### src/rtl/de_pipe_reg_param.sv
// de_pipe_reg_param
//   Decode-to-execute pipeline register for the branch/jump calculation path.
//   Carries a payload, a control field and a branch tag through DEPTH
//   back-to-back stages with a valid bit per stage. Supports stall (bubble or
//   hold), flush on misprediction, and saturating bubble/flush counters.
//
// Ports:
//   CLK           rising-edge clock
//   NRST          asynchronous active-low reset
//   data_in       payload from D stage            (DATA_W)
//   ctrl_in       control from D stage            (CTRL_W)
//   tag_in        branch tag from D stage         (TAG_W)
//   valid_in      D-stage entry valid
//   stall         stall request
//   fail_predict  misprediction flush
//   cnt_clr       synchronous clear of both counters
//   data_out      last-stage payload
//   ctrl_out      last-stage control (0 when invalid)
//   tag_out       last-stage tag
//   valid_out     last-stage valid
//   bubble_cnt    stall cycles counted            (CNT_W)
//   flush_cnt     flush cycles counted            (CNT_W)
module de_pipe_reg_param #(
  parameter int unsigned DATA_W     = 90,
  parameter int unsigned CTRL_W     = 5,
  parameter int unsigned TAG_W      = 2,
  parameter int unsigned DEPTH      = 1,
  parameter int unsigned STALL_MODE = 0,
  parameter int unsigned CNT_W      = 16
) (
  input  logic              CLK,
  input  logic              NRST,
  input  logic [DATA_W-1:0] data_in,
  input  logic [CTRL_W-1:0] ctrl_in,
  input  logic [TAG_W-1:0]  tag_in,
  input  logic              valid_in,
  input  logic              stall,
  input  logic              fail_predict,
  input  logic              cnt_clr,
  output logic [DATA_W-1:0] data_out,
  output logic [CTRL_W-1:0] ctrl_out,
  output logic [TAG_W-1:0]  tag_out,
  output logic              valid_out,
  output logic [CNT_W-1:0]  bubble_cnt,
  output logic [CNT_W-1:0]  flush_cnt
);

  if ((DEPTH < 1) || (DEPTH > 4)) begin : g_bad_depth
    $error("de_pipe_reg_param: DEPTH must be in 1..4");
  end

  logic [DATA_W-1:0] data_q  [DEPTH];
  logic [DATA_W-1:0] data_d  [DEPTH];
  logic [CTRL_W-1:0] ctrl_q  [DEPTH];
  logic [CTRL_W-1:0] ctrl_d  [DEPTH];
  logic [TAG_W-1:0]  tag_q   [DEPTH];
  logic [TAG_W-1:0]  tag_d   [DEPTH];
  logic [DEPTH-1:0]  valid_q;
  logic [DEPTH-1:0]  valid_d;
  logic [CNT_W-1:0]  bubble_q, bubble_d;
  logic [CNT_W-1:0]  flush_q,  flush_d;

  logic hold;
  logic load_valid;

  // Flush wins over stall, so a flush always advances even in hold mode.
  assign hold       = stall && !fail_predict && (STALL_MODE != 0);
  assign load_valid = valid_in && !stall && !fail_predict;

  always_comb begin
    data_d  = data_q;
    ctrl_d  = ctrl_q;
    tag_d   = tag_q;
    valid_d = valid_q;
    if (!hold) begin
      // Stage 0: a bubble or flush still loads data/tag, but kills valid and
      // ctrl so invalid entries never carry control.
      data_d[0]  = data_in;
      tag_d[0]   = tag_in;
      valid_d[0] = load_valid;
      ctrl_d[0]  = load_valid ? ctrl_in : '0;
      for (int unsigned k = 1; k < DEPTH; k++) begin
        data_d[k]  = data_q[k-1];
        tag_d[k]   = tag_q[k-1];
        valid_d[k] = valid_q[k-1] && !fail_predict;
        ctrl_d[k]  = fail_predict ? '0 : ctrl_q[k-1];
      end
    end
  end

  always_comb begin
    bubble_d = bubble_q;
    flush_d  = flush_q;
    if (cnt_clr) begin
      bubble_d = '0;
      flush_d  = '0;
    end else if (fail_predict) begin
      if (flush_q != '1) flush_d = flush_q + 1'b1;
    end else if (stall) begin
      if (bubble_q != '1) bubble_d = bubble_q + 1'b1;
    end
  end

  always_ff @(posedge CLK or negedge NRST) begin
    if (!NRST) begin
      data_q   <= '{default: '0};
      ctrl_q   <= '{default: '0};
      tag_q    <= '{default: '0};
      valid_q  <= '0;
      bubble_q <= '0;
      flush_q  <= '0;
    end else begin
      data_q   <= data_d;
      ctrl_q   <= ctrl_d;
      tag_q    <= tag_d;
      valid_q  <= valid_d;
      bubble_q <= bubble_d;
      flush_q  <= flush_d;
    end
  end

  assign data_out   = data_q[DEPTH-1];
  assign ctrl_out   = ctrl_q[DEPTH-1];
  assign tag_out    = tag_q[DEPTH-1];
  assign valid_out  = valid_q[DEPTH-1];
  assign bubble_cnt = bubble_q;
  assign flush_cnt  = flush_q;

endmodule

### config.mk
export PLATFORM = sky130hd
export DESIGN_NAME = de_pipe_reg_param
export DESIGN_NICKNAME = d
export VERILOG_FILES = /design/src/rtl/de_pipe_reg_param.sv
export SDC_FILE = /design/constraint.sdc
export NUM_CORES = 1
export LEC_CHECK = 0
export BUFFER_PORTS_ARGS = -buffer_cell sky130_fd_sc_hd__clkbuf_2
export CORE_ASPECT_RATIO = 1.2
export CORE_MARGIN = 2
export CORE_UTILIZATION = 40
export DETAILED_ROUTE_END_ITERATION = 16
export PLACE_DENSITY = 0.72
export SYNTH_ARGS = -nofsm -noshare
export SYNTH_HDL_FRONTEND = slang
export SYNTH_SLANG_ARGS = --single-unit
### constraint.sdc
create_clock -name CLK -period 2 [get_ports CLK]
set_input_delay 0.3 -clock CLK [delete_from_list [all_inputs] [get_ports CLK]]
set_output_delay 0.3 -clock CLK [all_outputs]
set_load 0.005 [all_outputs]
; ---- Word level (Yosys, flattened, before mapping)
; Cells that the tools add are included.
[classes]
addsub = 2
eq_ne = 3
muxes = 8
n_reduce_logical = 10
[op_table]
columns = operator, n
row1 = $mux 16, 7
row2 = $add 16x1->16 const B, 2
row3 = $ne 16x16->1 const B, 2
row4 = $reduce_bool 2->1, 4
row5 = $mux 5, 1
row6 = $reduce_and 3->1, 1
row7 = $logic_and 1x1->1, 2
row8 = $logic_not 1->1, 2
row9 = $ne 2x1->1 const B, 1
row10 = $reduce_and 2->1, 1
[totals]
regBits = 130
input_bits = 103
out_inout_bits = 130
elab_cells = 29

; ---- Logic depth before layout (Yosys ltp)
; Gate-level depths: netlist (run 1).
[depth]
depth_word = 5
mapped_depth = 6
ltp_nobuf = 5

; ---- Worst setup path before layout (run 1)
; OpenSTA, ideal clock, no wires.
[synth_timing]
path_kind = reg2reg
start = register bubble_q[0], in the netlist bubble_cnt[0]
end = register bubble_q[12], in the netlist bubble_cnt[12]
setup_ns = 0.078
arrival_time_ns = 1.587
required_time_ns = 1.922
path_slack_ns = 0.335
path_stages_with_launch = 6
n_path_buf = 0
period_less_slack_ns = 1.665
path_cell_list = dfrtp_1 ha_1 and4b_2 nand3_4 or4_1 a21oi_1
[synth_via]
elab_chain_len = 5
elab_cells_between_ends = 8
cone_classes = add/sub: 1 / eq/ne: 1 / mux: 4 / reduce/logical: 2
[synth_rtl]
columns = item, line_no
row1 = from (decl), 60  ; logic [CNT_W-1:0] bubble_q, bubble_d;
row2 = from (signal assigned), 117  ; bubble_q <= bubble_d;
row3 = $add 16x1->16, 100  ; if (bubble_q != '1) bubble_d = bubble_q + 1'b1;
row4 = $mux 16, 100
row5 = $mux 16, 99  ; end else if (stall) begin
row6 = $mux 16, 97  ; end else if (fail_predict) begin
row7 = $mux 16, 94  ; if (cnt_clr) begin
; Several ways; a longest one is shown, not always the timed one. The select of a mux whose other input is x is not followed.
; A chain may end at the register's enable or synchronous reset.

; ---- Final worst setup path (run 1)
[layout_timing]
start = register bubble_q[8], in the netlist bubble_cnt[8]
end = register bubble_q[15], in the netlist bubble_cnt[15]
; The elaborated chain is that of the path after synthesis.

==> implementation parameters, run 1 <==
Parameter                              Value

STA
  Setup violation total in the final timing report    0
  Worst slew margin relative to its limit    0.657
  Largest clock skew in the final design    0.00472 ns
  Highest clock rate    555 MHz
  Final hold violation count    0
  Fraction of the cycle the final worst path needs    0.902
  Shortest clock period the worst path allows after layout    1.80 ns
  Number of slew-limit violations in the final report    0
  Setup TNS    0 ns
  Setup repair after global routing missed its margin    no
  PnR worst setup slack    0.197 ns
  Transition time at the pin with the least slew margin    0.515 ns

Global routing
  Overall routing resource usage    0.261
  Number of global-route vias before repair    4434
  Global route total overflow    0
  First-pass GRT wire length    23.2 mm
  Initial antenna violation count    1
  Largest net degree at the start of global routing    61

Critical path
  Origin of the critical flop-to-flop path    bubble_cnt[8]$_DFFE_PN0P_
  Max FO, Critical Path    7
  Crit path capture type    flip-flop
  Worst Setup Path Type    flip-flop to flip-flop
  Number of cells traversed by the worst register-to-register path    4
  Capturing point of the worst reg2reg path    bubble_cnt[15]$_DFFE_PN0P_
  Worst setup slack for register-to-register paths    0.20 ns
  Endpoint required time on the critical path    2.29 ns
  Arrival time worst endpoint    2.09 ns
  Critical Path Start Type    flip-flop

Final layout
  Ratio of cells with drive above 1 in the final layout    0.448
  Post-synthesis to final-layout area growth    63.0%
  Cell area after layout    7340 um^2
  NumNets Final    761

Placed design
  RePlAce Congestion    0.840
  Final HPWL from detailed placement    9.21 mm
  Count of input and output buffers    232
  Total cell area at the placement stage    5880 um^2
  Worst setup slack before clock tree synthesis    0.133 ns

Routing
  Total Routed Length    15.4 mm
  Via total after detailed routing    4008
  First DRT Iteration DRCs    153
  Vias per inst    5.00
  Number of iterations in the first detailed-routing pass    4
  Drt wl/cell    19.2 um
  Detail Route Antenna Nets    0
  Post-route DRC violation count    0

Synthesis
  Most instantiated cells after synthesis    sky130_fd_sc_hd__dfrtp_1, sky130_fd_sc_hd__nor2_1, sky130_fd_sc_hd__nand2_1, sky130_fd_sc_hd__a21oi_1, sky130_fd_sc_hd__nor2b_1
  Post-synthesis register bit count    130
  Number of synthesized flops with an enable pin    0
  Most instantiated flip-flop cell in the synthesis netlist    sky130_fd_sc_hd__dfrtp_1
  Post-Syn Area    4500 um^2
  Biggest area consumer among synthesized cells    sky130_fd_sc_hd__dfrtp_1
  Unique cell type count in the Yosys netlist    51
  Syn Inst Count    318
  Total of warnings raised by yosys    0
  Fraction of synthesis flops using an asynchronous set or reset pin    1.00
  Largest cells by area after synthesis    sky130_fd_sc_hd__dfrtp_1, sky130_fd_sc_hd__mux2_2, sky130_fd_sc_hd__nor2b_1
  Most common cell in the netlist    sky130_fd_sc_hd__dfrtp_1
  Net count of the mapped netlist    423
  Average instance area after synthesis    14.2 um^2
  Sequential element share of the synthesized area    0.722
  Fraction of synthesized cell area taken by the top area cell type    0.722

Min path
  Type of the tightest min-delay check    input port to flip-flop
  Worst hold endpoint    data_out[63]$_DFF_PN0_
  Origin of the worst min-delay path    data_in[63]
  Number of instances on the worst hold path    1

Pwr
  Power share of the sequential group    0.442
  Leakage    3.61 nW
  Maximum vdd ir drop    0.000649 V
  Proportion of total power due to net switching    0.232
  Combinational group share of total power    0.082
  Clock share of power    0.476
  Pint    4.83 mW
  Net Sw Power    1.46 mW
  Pwr dens    857 nW/um^2

Clock tree
  TritonCTS clock tree    built
  Total number of H-tree levels    4
  CTS Root Cell    sky130_fd_sc_hd__clkbuf_16
  Post-CTS Setup Bufs    0
  CTS max path bufs    2
  Number of CTS-inserted buffers    17
  Insertion delay of the later-clocked pin in the worst-skew pair    0.40 ns
  Clock sink count    130
  Clock-pin slew on the worst setup and hold paths    0.06 ns

Floorplanning
  Number of top-level design ports    233
  Area of the placeable core    11000 um^2
  Horizontal extent of the die    101 um
  Area of the die    12100 um^2
  Effective utilization at floorplan    0.410
  Num rows    42
  Die span in y    120 um

Run status
  Run status    finished, final reports clean

Job
  Max Cap Violations    0
-- final cells by class --
cell class / count / area (um^2)
Antenna cell: 1 / 2.50
Clock buffer: 21 / 470
Clock inverter: 11 / 104
Fill cell: 750 / 3640
Inverter: 8 / 30.0
Multi-Input combinational cell: 171 / 1180
Sequential cell: 130 / 3250
Tap cell: 132 / 165
Timing Repair Buffer: 328 / 2140
-- critical path, cell delays in order, from the launching register on --
cell and delay (ns):
sky130_fd_sc_hd__dfrtp_1 0.44, sky130_fd_sc_hd__nand3_2 0.14, sky130_fd_sc_hd__nor4_2 0.48, sky130_fd_sc_hd__nor4b_2 0.29, sky130_fd_sc_hd__mux2_1 0.34
-- stage by stage --
stage | power [mW] | std cells | utilization | hold slack (ns)
detailed placement | 3.18 | 681 | 0.536 | 0.305
floorplan | 2.88 | 318 | - | 0.00441
global route | 6.50 | 802 | 0.669 | 0.00813
finish | 6.29 | 802 | 0.669 | 0.0255
CTS | 6.28 | 800 | 0.667 | 0.000882
global placement | 3.17 | 681 | 0.536 | 0.286
-- timing repair --
item,4_1_cts,5_1_grt
gates resized for setup,0,1
hold buffers,87,1
endpoints found under the setup margin,0,1
hold endpoints to repair,123,1
-- placed cells by master, fill, tap and decap left out, types with 3 or more instances in the layout --
cell	netlist	final
sky130_fd_sc_hd__clkbuf_2	0	231
sky130_fd_sc_hd__dfrtp_1	130	130
sky130_fd_sc_hd__dlygate4sd3_1	0	88
sky130_fd_sc_hd__nor2_1	22	21
sky130_fd_sc_hd__nand2_1	18	18
sky130_fd_sc_hd__a21oi_1	17	17
sky130_fd_sc_hd__clkbuf_16	0	17
sky130_fd_sc_hd__nor2b_1	16	16
sky130_fd_sc_hd__mux2_2	15	15
sky130_fd_sc_hd__nand4_1	10	10
sky130_fd_sc_hd__inv_1	7	7
sky130_fd_sc_hd__a211oi_1	6	6
sky130_fd_sc_hd__buf_4	1	6
sky130_fd_sc_hd__and2_1	5	5
sky130_fd_sc_hd__nand3_1	5	5
sky130_fd_sc_hd__clkinvlp_4	0	5
sky130_fd_sc_hd__o21ai_0	4	4
sky130_fd_sc_hd__nor3_1	3	3
sky130_fd_sc_hd__nor4_1	3	3
sky130_fd_sc_hd__o41ai_1	3	3
sky130_fd_sc_hd__or3_1	3	3
sky130_fd_sc_hd__clkbuf_8	0	3
sky130_fd_sc_hd__buf_12	0	3
-- cells by family after synthesis --
| group | after synthesis | synth area share |
|---|---|---|
| flip-flops | 130 | 0.722 |
| AND/OR/NAND/NOR | 112 | 0.154 |
| AO/OA/AOI/OAI | 38 | 0.0539 |
| multiplexers | 19 | 0.0469 |
| buffers and inverters | 17 | 0.0172 |
| adder cells (fa/ha/maj) | 2 | 0.00555 |
-- worst max path at each step --
stage / endpoint / from
finish: bubble_cnt[15]$_DFFE_PN0P_ / bubble_cnt[8]$_DFFE_PN0P_
global route: flush_cnt[12]$_DFFE_PN0P_ / flush_cnt[0]$_DFFE_PN0P_
CTS: bubble_cnt[0]$_DFFE_PN0P_ / bubble_cnt[1]$_DFFE_PN0P_
detailed placement: bubble_cnt[0]$_DFFE_PN0P_ / bubble_cnt[1]$_DFFE_PN0P_
global placement: bubble_cnt[0]$_DFFE_PN0P_ / bubble_cnt[1]$_DFFE_PN0P_
floorplan: bubble_cnt[12]$_DFFE_PN0P_ / bubble_cnt[0]$_DFFE_PN0P_
-- routing by layer --
metal,share of wire,track usage,vias up
met1,0.35,0.281,2002
met3,0.069,0.0879,36
met5,0,0,-
met2,0.53,0.447,167
li1,-,-,1803
met4,0.042,0.144,0
-- sequential cells by signal, indices dropped and copies added, names as in the netlist --
register / cells
ctrl_out: 5
tag_out: 2
flush_cnt: 16
data_out: 90
bubble_cnt: 16
valid_out: 1
-- power groups by stage --
stage | clock network (mW) | registers [mW] | logic (mW)
4_1_cts | 3.01 | 2.77 | 0.502
3_3_place_gp | 0 | 2.81 | 0.355
3_5_place_dp | 0 | 2.82 | 0.366
5_1_grt | 3.16 | 2.79 | 0.556
2_1_floorplan | 0 | 2.83 | 0.0460
6_report | 2.99 | 2.78 | 0.518
No activity file was read; power rests on OpenSTA's default activity.
==> run 2: changes to the inputs <==
--- a/config.mk
+++ b/config.mk
@@ -5,6 +5,7 @@
 export SDC_FILE = /design/constraint.sdc
 export NUM_CORES = 1
 export LEC_CHECK = 0
+export ABC_AREA = 1
 export BUFFER_PORTS_ARGS = -buffer_cell sky130_fd_sc_hd__clkbuf_2
 export CORE_ASPECT_RATIO = 1.2
 export CORE_MARGIN = 2
==> run 2 against run 1 <==
Effect of this change: combinational power fell by 2%; area after synthesis up 0.97%; sequential cell count unchanged; total power down 0.86%; die area is 0.94% higher; hold slack better by 0.052 ns; wire length down 9.0%; final cell count increased by 12%; critical endpoint is now bubble_cnt[14]$_DFFE_PN0P_.
==> implementation parameters, run 2 <==
Parameter                              Value

Floorplanning
  Die span in y    121 um (+0.47%)
  Number of top-level design ports    233 (unchanged)
  Area of the placeable core    11000 um^2 (+0.48%)
  Horizontal extent of the die    101 um (+0.47%)
  Num rows    42 (unchanged)
  Area of the die    12200 um^2 (+0.94%)
  Effective utilization at floorplan    0.412 (+0.00202)

Placed design
  Final HPWL from detailed placement    8.82 mm (-4.3%)
  RePlAce Congestion    0.909 (+8.2%)
  Worst setup slack before clock tree synthesis    0.192 ns (+0.0587 ns)
  Count of input and output buffers    232 (unchanged)

Critical path
  Endpoint required time on the critical path    2.30 ns (about the same)
  Critical Path Start Type    flip-flop
  Origin of the critical flop-to-flop path    bubble_cnt[0]$_DFFE_PN0P_
  Crit path to    bubble_cnt[14]$_DFFE_PN0P_
  CP startpoint    bubble_cnt[0]$_DFFE_PN0P_
  Capturing point of the worst reg2reg path    bubble_cnt[14]$_DFFE_PN0P_
  Arrival time worst endpoint    2.13 ns (+0.04 ns)
  Worst Setup Path Type    flip-flop to flip-flop
  Max FO, Critical Path    16 (+9)
  Crit path capture type    flip-flop
  Number of cells traversed by the worst register-to-register path    9 (+5)
  Worst setup slack for register-to-register paths    0.17 ns (-0.03 ns)

Clock tree
  CTS max path bufs    2 (unchanged)
  Clock sink count    130 (unchanged)
  Clock-pin slew on the worst setup and hold paths    0.06 ns (about the same)
  Post-CTS Setup Bufs    0 (unchanged)
  CTS Root Cell    sky130_fd_sc_hd__clkbuf_16
  Resize count post-CTS    0 (unchanged)
  Insertion delay of the later-clocked pin in the worst-skew pair    0.41 ns (about the same)
  CTS Hold Buffers Added    93 (+6.9%)
  TritonCTS clock tree    built
  Number of CTS-inserted buffers    17 (unchanged)
  Total number of H-tree levels    4 (unchanged)

Synthesis
  Average instance area after synthesis    11.2 um^2 (-21%)
  Syn Inst Count    407 (+28%)
  Most instantiated cells after synthesis    sky130_fd_sc_hd__dfrtp_1, sky130_fd_sc_hd__nand2_1, sky130_fd_sc_hd__nor2_1, sky130_fd_sc_hd__nand3_1, sky130_fd_sc_hd__inv_1
  Post-Syn Area    4550 um^2 (+0.97%)
  Number of synthesized flops with an enable pin    0 (unchanged)
  Combinational family with the most area after synthesis    simple AND/OR/NAND/NOR gates
  Net count of the mapped netlist    512 (+21%)
  Simple-gate share of the synthesized area    0.207 (+0.0524)
  Fraction of synthesis flops using an asynchronous set or reset pin    1.00 (unchanged)
  Synth Area in Compound Gates    0.0209 (-0.0330)
  Share of synthesized cell area in full adder, half adder and majority cells    0.00550 (-0.0000535)
  Total of warnings raised by yosys    0 (unchanged)
  Fraction of synthesized cell area taken by the top area cell type    0.715 (-0.00695)
  Sequential element share of the synthesized area    0.715 (-0.00695)
  Post-synthesis register bit count    130 (unchanged)
  Synth Area in XOR/XNOR    0.0154 (+0.0154)
  Most common cell in the netlist    sky130_fd_sc_hd__dfrtp_1
  Post-synthesis mux area share    0 (-0.0469)
  Biggest area consumer among synthesized cells    sky130_fd_sc_hd__dfrtp_1
  Unique cell type count in the Yosys netlist    24 (-53%)
  Largest cells by area after synthesis    sky130_fd_sc_hd__dfrtp_1, sky130_fd_sc_hd__nand2_1, sky130_fd_sc_hd__nand3_1
  Most instantiated flip-flop cell in the synthesis netlist    sky130_fd_sc_hd__dfrtp_1

STA
  Setup repair after global routing missed its margin    no
  PnR worst setup slack    0.166 ns (-0.0305 ns)
  Setup TNS    0 ns (unchanged)
  Worst slew margin relative to its limit    0.687 (+0.0303)
  Setup violation total in the final timing report    0 (unchanged)
  Shortest clock period the worst path allows after layout    1.83 ns (+0.0305 ns)
  Transition time at the pin with the least slew margin    0.469 ns (-0.0465 ns)
  Final hold violation count    0 (unchanged)
  Highest clock rate    545 MHz (-1.7%)
  Largest clock skew in the final design    0.00632 ns (+0.00159 ns)
  Fraction of the cycle the final worst path needs    0.917 (+0.0153)
  Number of slew-limit violations in the final report    0 (unchanged)

Global routing
  Number of global-route vias before repair    4545 (+2.5%)
  First-pass GRT wire length    22.3 mm (-4.2%)
  Largest net degree at the start of global routing    71 (+16%)
  Global route total overflow    0 (unchanged)
  Overall routing resource usage    0.241 (-0.0200)
  Initial antenna violation count    2 (+1)

Min path
  Type of the tightest min-delay check    input port to flip-flop

Final layout
  Ratio of cells with drive above 1 in the final layout    0.371 (-0.0772)
  Post-synthesis to final-layout area growth    63.0% (about the same)
  Post-route core utilization    0.672 (+0.00305)
  Commonest non-fill, non-tap cells in the layout    sky130_fd_sc_hd__clkbuf_2, sky130_fd_sc_hd__dfrtp_1, sky130_fd_sc_hd__nand2_1, sky130_fd_sc_hd__dlygate4sd3_1, sky130_fd_sc_hd__nor2_1
  Flip-flop count of the largest register after layout    90 (unchanged)
  NumNets Final    857 (+13%)
  Most common cell after layout, fill and taps aside    sky130_fd_sc_hd__clkbuf_2

Pwr
  Pwr dens    842 nW/um^2 (-1.8%)
  Maximum vdd ir drop    0.000522 V (-20%)
  Leakage    3.85 nW (+6.6%)

Routing
  Post-route DRC violation count    0 (unchanged)
  Drt wl/cell    15.6 um (-19%)
  Vias per inst    4.69 (-6.2%)
  Number of iterations in the first detailed-routing pass    4 (unchanged)
  Via total after detailed routing    4216 (+5.2%)
  First DRT Iteration DRCs    208 (+36%)
  Detail Route Antenna Nets    0 (unchanged)
  Total Routed Length    14.0 mm (-9.0%)

Job
  Max Cap Violations    0 (unchanged)

Run status
  Run status    finished, final reports clean
==> run 2: cell types whose count changed after synthesis, sizes merged, moves of 15 or more <==
cell | before | now
a21oi | 17 | 2
inv | 8 | 32
mux2 | 17 | 0
nand2 | 19 | 109
nand3 | 8 | 32
nor2 | 22 | 46
nor2b | 16 | 0
==> run 2: worst min-delay path by stage <==
stage / startpoint / endpoint / slack, ns / cells past startpoint
CTS: ctrl_in[0] / ctrl_out[0]$_DFF_PN0_ / 0.06 / 3
global placement: NRST / bubble_cnt[9]$_DFFE_PN0P_ / 0.26 / 1
floorplan: NRST / bubble_cnt[0]$_DFFE_PN0P_ / 0.004 / 0
detailed placement: NRST / bubble_cnt[9]$_DFFE_PN0P_ / 0.27 / 1
finish: ctrl_in[0] / ctrl_out[0]$_DFF_PN0_ / 0.08 / 3
global route: ctrl_in[0] / ctrl_out[0]$_DFF_PN0_ / 0.08 / 3
==> run 2: worst max-delay path: stages (launching register included) <==
cell                      delay, ns
sky130_fd_sc_hd__dfrtp_1       0.44
sky130_fd_sc_hd__ha_1          0.25
sky130_fd_sc_hd__nand3_1       0.18
sky130_fd_sc_hd__inv_2         0.05
sky130_fd_sc_hd__nand2_2       0.10
sky130_fd_sc_hd__nor2_4        0.05
sky130_fd_sc_hd__nor2_4        0.37
sky130_fd_sc_hd__nor2_8        0.11
sky130_fd_sc_hd__nand2_1       0.09
sky130_fd_sc_hd__nand2_1       0.06
==> run 2: through the flow <==
stage               hold slack, ns  cell area [um^2]  std cells  total power, mW
floorplan                  0.00441              4550        407             2.88
global placement             0.258              5900        772             3.16
detailed placement           0.266              5900        772             3.17
CTS                         0.0591              7410        897             6.27
global route                0.0810              7410        899             6.49
finish                      0.0779              7410        899             6.24
==> run 2: area by class of cell <==
type,instances,area (um^2)
diodes,2,5.00
clock buffers,18,439
clock inverters,14,133
fillers,830,3620
inverters,32,120
multi-input cells,238,1130
flip-flops and latches,130,3250
well taps,132,165
repair buffers,333,2170
==> run 2: per-layer routing <==
metal / vias up / wire, um / GRT usage
li1: 1996 / - / -
met1: 1991 / 5190 / 0.272
met2: 202 / 7420 / 0.418
met3: 27 / 1060 / 0.0763
met4: 0 / 332 / 0.101
met5: - / 0 / 0
==> run 2: logic make-up (layout without fill, tap and decap cells) <==
kind of cell	count (synthesis)	in the layout
AND/OR/NAND/NOR	212	212
flip-flops	130	130
buffers and inverters	39	397
AO/OA/AOI/OAI	16	16
XOR/XNOR	8	8
adder cells (fa/ha/maj)	2	2
other	0	2
==> run 2: power breakdown <==
group	internal [mW]	switching [mW]	leakage (nW)
clock network	1.68	1.28	0.278
registers	2.73	0.0407	1.60
logic	0.281	0.225	1.98
==> run 3: changes to the inputs <==
--- a/config.mk
+++ b/config.mk
@@ -8,9 +8,10 @@
 export ABC_AREA = 1
 export BUFFER_PORTS_ARGS = -buffer_cell sky130_fd_sc_hd__clkbuf_2
 export CORE_ASPECT_RATIO = 1.2
-export CORE_MARGIN = 2
+export CORE_MARGIN = 10
 export CORE_UTILIZATION = 40
 export DETAILED_ROUTE_END_ITERATION = 16
+export GPL_TIMING_DRIVEN = 0
 export PLACE_DENSITY = 0.72
 export SYNTH_ARGS = -nofsm -noshare
 export SYNTH_HDL_FRONTEND = slang
==> run 3 against run 2 <==
Effect of this change: sequential power about the same; final area up 0.76%; global-route usage down 2.4 points; clock power up 5%; first-iteration DRC count down 21%; worst setup slack better by 0.0045 ns; combinational power up 5.9%; register-to-register slack about the same; non-clock buffer count up 1; critical path type unchanged; largest cell class unchanged; highest routed layer is now met5.
==> implementation parameters, run 3 (same netlist as run 2, synthesis figures left out) <==
Parameter                              Value

Routing
  First DRT Iteration DRCs    165 (-21%)
  Vias per inst    4.69 (about the same)
  Post-route DRC violation count    0 (unchanged)
  Via total after detailed routing    4321 (+2.5%)
  Drt wl/cell    18.9 um (+21%)
  Number of iterations in the first detailed-routing pass    4 (unchanged)
  Total Routed Length    17.4 mm (+24%)
  Detail Route Antenna Nets    0 (unchanged)

Floorplanning
  Die span in y    137 um (+13%)
  Effective utilization at floorplan    0.410 (-0.00195)
  Number of top-level design ports    233 (unchanged)
  Area of the die    16100 um^2 (+31%)
  Num rows    42 (unchanged)
  Area of the placeable core    11100 um^2 (+0.48%)
  Horizontal extent of the die    117 um (+16%)

Final layout
  Post-route core utilization    0.674 (+0.00189)
  Cell area after layout    7470 um^2 (+0.76%)
  Ratio of cells with drive above 1 in the final layout    0.368 (-0.00310)
  Commonest non-fill, non-tap cells in the layout    sky130_fd_sc_hd__clkbuf_2, sky130_fd_sc_hd__dfrtp_1, sky130_fd_sc_hd__nand2_1, sky130_fd_sc_hd__dlygate4sd3_1, sky130_fd_sc_hd__nor2_1
  Count of fill cells added during filler insertion    781 (-5.9%)
  Flip-flop count of the largest register after layout    90 (unchanged)
  Post-Layout Cell Count    921 (+2.4%)
  NumNets Final    858 (+0.12%)
  Post-synthesis to final-layout area growth    64.2%
  Most common cell after layout, fill and taps aside    sky130_fd_sc_hd__clkbuf_2

STA
  Setup violation total in the final timing report    0 (unchanged)
  Fraction of the cycle the final worst path needs    0.915 (-0.00223)
  Setup repair after global routing missed its margin    no
  PnR worst setup slack    0.171 ns (+0.00445 ns)
  Final hold slack    0.0310 ns (-0.0469 ns)
  Shortest clock period the worst path allows after layout    1.83 ns (-0.00445 ns)
  Setup TNS    0 ns (unchanged)
  Number of slew-limit violations in the final report    0 (unchanged)
  Largest clock skew in the final design    0.00788 ns (+0.00157 ns)
  Worst slew margin relative to its limit    0.624 (-0.0633)
  Highest clock rate    547 MHz (+0.24%)
  Transition time at the pin with the least slew margin    0.565 ns (+0.0961 ns)
  Final hold violation count    0 (unchanged)

Pwr
  Clock share of power    0.485 (+0.011)
  Pint    4.91 mW (+4.6%)
  Post-layout power    6.43 mW (+3.1%)
  Maximum vdd ir drop    0.000803 V (+54%)
  Pwr dens    861 nW/um^2 (+2.4%)
  Combinational group share of total power    0.083 (+0.002)
  Power share of the sequential group    0.432 (-0.013)
  Net Sw Power    1.52 mW (-1.4%)
  Proportion of total power due to net switching    0.236 (-0.0109)
  Leakage    3.87 nW (+0.33%)

Global routing
  Global route hottest layer    met2
  Largest net degree at the start of global routing    82 (+15%)
  Met2 Use GR    0.394 (-0.0237)
  Initial antenna violation count    2 (unchanged)
  Global route total overflow    0 (unchanged)
  Global Route met1 Usage    0.218 (-0.0538)
  First-pass GRT wire length    27.2 mm (+22%)
  Overall routing resource usage    0.218 (-0.0236)
  Met3 usage    0.0907 (+0.0144)
  Number of global-route vias before repair    4787 (+5.3%)

Clock tree
  TritonCTS clock tree    built
  Insertion delay of the later-clocked pin in the worst-skew pair    0.40 ns (about the same)
  CTS Root Cell    sky130_fd_sc_hd__clkbuf_16
  Number of CTS-inserted buffers    17 (unchanged)
  Clock-pin slew on the worst setup and hold paths    0.06 ns (about the same)
  Clock sink count    130 (unchanged)
  Resize count post-CTS    0 (unchanged)
  Total number of H-tree levels    4 (unchanged)
  CTS max path bufs    2 (unchanged)

Critical path
  Largest stage delay, worst path    0.43 ns (about the same)
  Sequence of cells on the critical path    ha_1 -> nand3_1 -> inv_2 -> nand2_2 -> nor2_4 -> nor2_4 -> buf_4 -> nand4_1 -> nand2_1
  Max FO, Critical Path    10 (-6)
  Critical Path Start Type    flip-flop
  Cell with the largest stage delay on the worst path    sky130_fd_sc_hd__dfrtp_1
  Endpoint required time on the critical path    2.34 ns (+0.04 ns)
  Worst path bufs/invs    2 (+1)
  Worst Setup Path Type    flip-flop to flip-flop
  Crit-path most repeated cell    sky130_fd_sc_hd__nor2_4
  Crit path capture type    flip-flop
  Kind of cell with the highest combined delay on the critical path    simple AND/OR/NAND/NOR gates
  Arrival time worst endpoint    2.17 ns (+0.04 ns)

Placed design
  Worst setup slack before clock tree synthesis    0.135 ns (-0.0564 ns)
  Count of input and output buffers    232 (unchanged)
  Final HPWL from detailed placement    11.6 mm (+31%)
  Total cell area at the placement stage    5940 um^2 (+0.57%)
  Number of cells in the design after placement    794 (+2.8%)
  RePlAce Congestion    0.913 (+0.37%)

Run status
  Run status    finished, final reports clean

Min path
  Type of the tightest min-delay check    input port to flip-flop

Job
  Max Cap Violations    0 (unchanged)
==> run 3: cell types whose count changed in the layout (fill, tap and decap cells not counted) <==
cell | previous run | this run
sky130_fd_sc_hd__clkbuf_1 | 0 | 4
sky130_fd_sc_hd__inv_8 | 5 | 1
sky130_fd_sc_hd__buf_4 | 8 | 5
sky130_fd_sc_hd__bufinv_16 | 0 | 2
sky130_fd_sc_hd__clkinv_2 | 0 | 2
sky130_fd_sc_hd__buf_12 | 1 | 0
sky130_fd_sc_hd__buf_16 | 0 | 1
sky130_fd_sc_hd__buf_6 | 0 | 1
sky130_fd_sc_hd__clkbuf_8 | 1 | 2
sky130_fd_sc_hd__clkinv_4 | 2 | 1
sky130_fd_sc_hd__diode_2 | 2 | 1
sky130_fd_sc_hd__dlygate4sd3_1 | 93 | 92
==> run 3: path summary, 6_finish.rpt <==
| path | from | to | slack, ns | depth (start not counted) |
|---|---|---|---|---|
| worst max register to register | bubble_cnt[0]$_DFFE_PN0P_ | bubble_cnt[13]$_DFFE_PN0P_ | 0.17 | 9 |
| worst max-delay path | bubble_cnt[0]$_DFFE_PN0P_ | bubble_cnt[13]$_DFFE_PN0P_ | 0.17 | 9 |
| worst min-delay path | data_in[42] | data_out[42]$_DFF_PN0_ | 0.03 | 1 |
| max in group asynchronous | NRST | data_out[62]$_DFF_PN0_ | 0.87 | 3 |
| worst min register to register | bubble_cnt[1]$_DFFE_PN0P_ | bubble_cnt[1]$_DFFE_PN0P_ | 0.56 | 2 |
| min in group asynchronous | NRST | data_out[2]$_DFF_PN0_ | 0.42 | 2 |
==> run 3: per-layer routing <==
| layer | vias to the layer above | routed length [um] |
|---|---|---|
| met5 | - | 7 |
| met4 | 2 | 462 |
| met3 | 32 | 1490 |
| met2 | 190 | 9340 |
| met1 | 2108 | 6100 |
| li1 | 1989 | - |
==> run 3: power by group through the flow <==
| stage | Clock, mW | Sequential [mW] | Combinational, mW |
|---|---|---|---|
| after floorplan | 0 | 2.83 | 0.0517 |
| after global placement | 0 | 2.81 | 0.360 |
| after detailed placement | 0 | 2.82 | 0.378 |
| after CTS | 3.15 | 2.77 | 0.526 |
| after global routing | 3.28 | 2.79 | 0.580 |
| final | 3.12 | 2.78 | 0.536 |
==> run 3: timing repair <==
action | 4_1_cts | 5_1_grt
hold endpoints to repair | 140 | 0
setup buffers | 0 | 2
endpoints found under the setup margin | 0 | 10
hold buffers | 92 | 0
==> run 3: final cells by class <==
| cell class | count | area, um^2 | share of cell area |
|---|---|---|---|
| sequential | 130 | 3250 | 0.436 |
| clock buffer | 19 | 443 | 0.0593 |
| antenna | 1 | 2.50 | 0.000335 |
| clock inverter | 13 | 149 | 0.0199 |
| timing repair buffer | 327 | 2130 | 0.286 |
| buffer | 7 | 45.0 | 0.00603 |
| multi-input combinational | 238 | 1130 | 0.151 |
| inverter | 32 | 120 | 0.0161 |
| tap | 154 | 193 | 0.0258 |
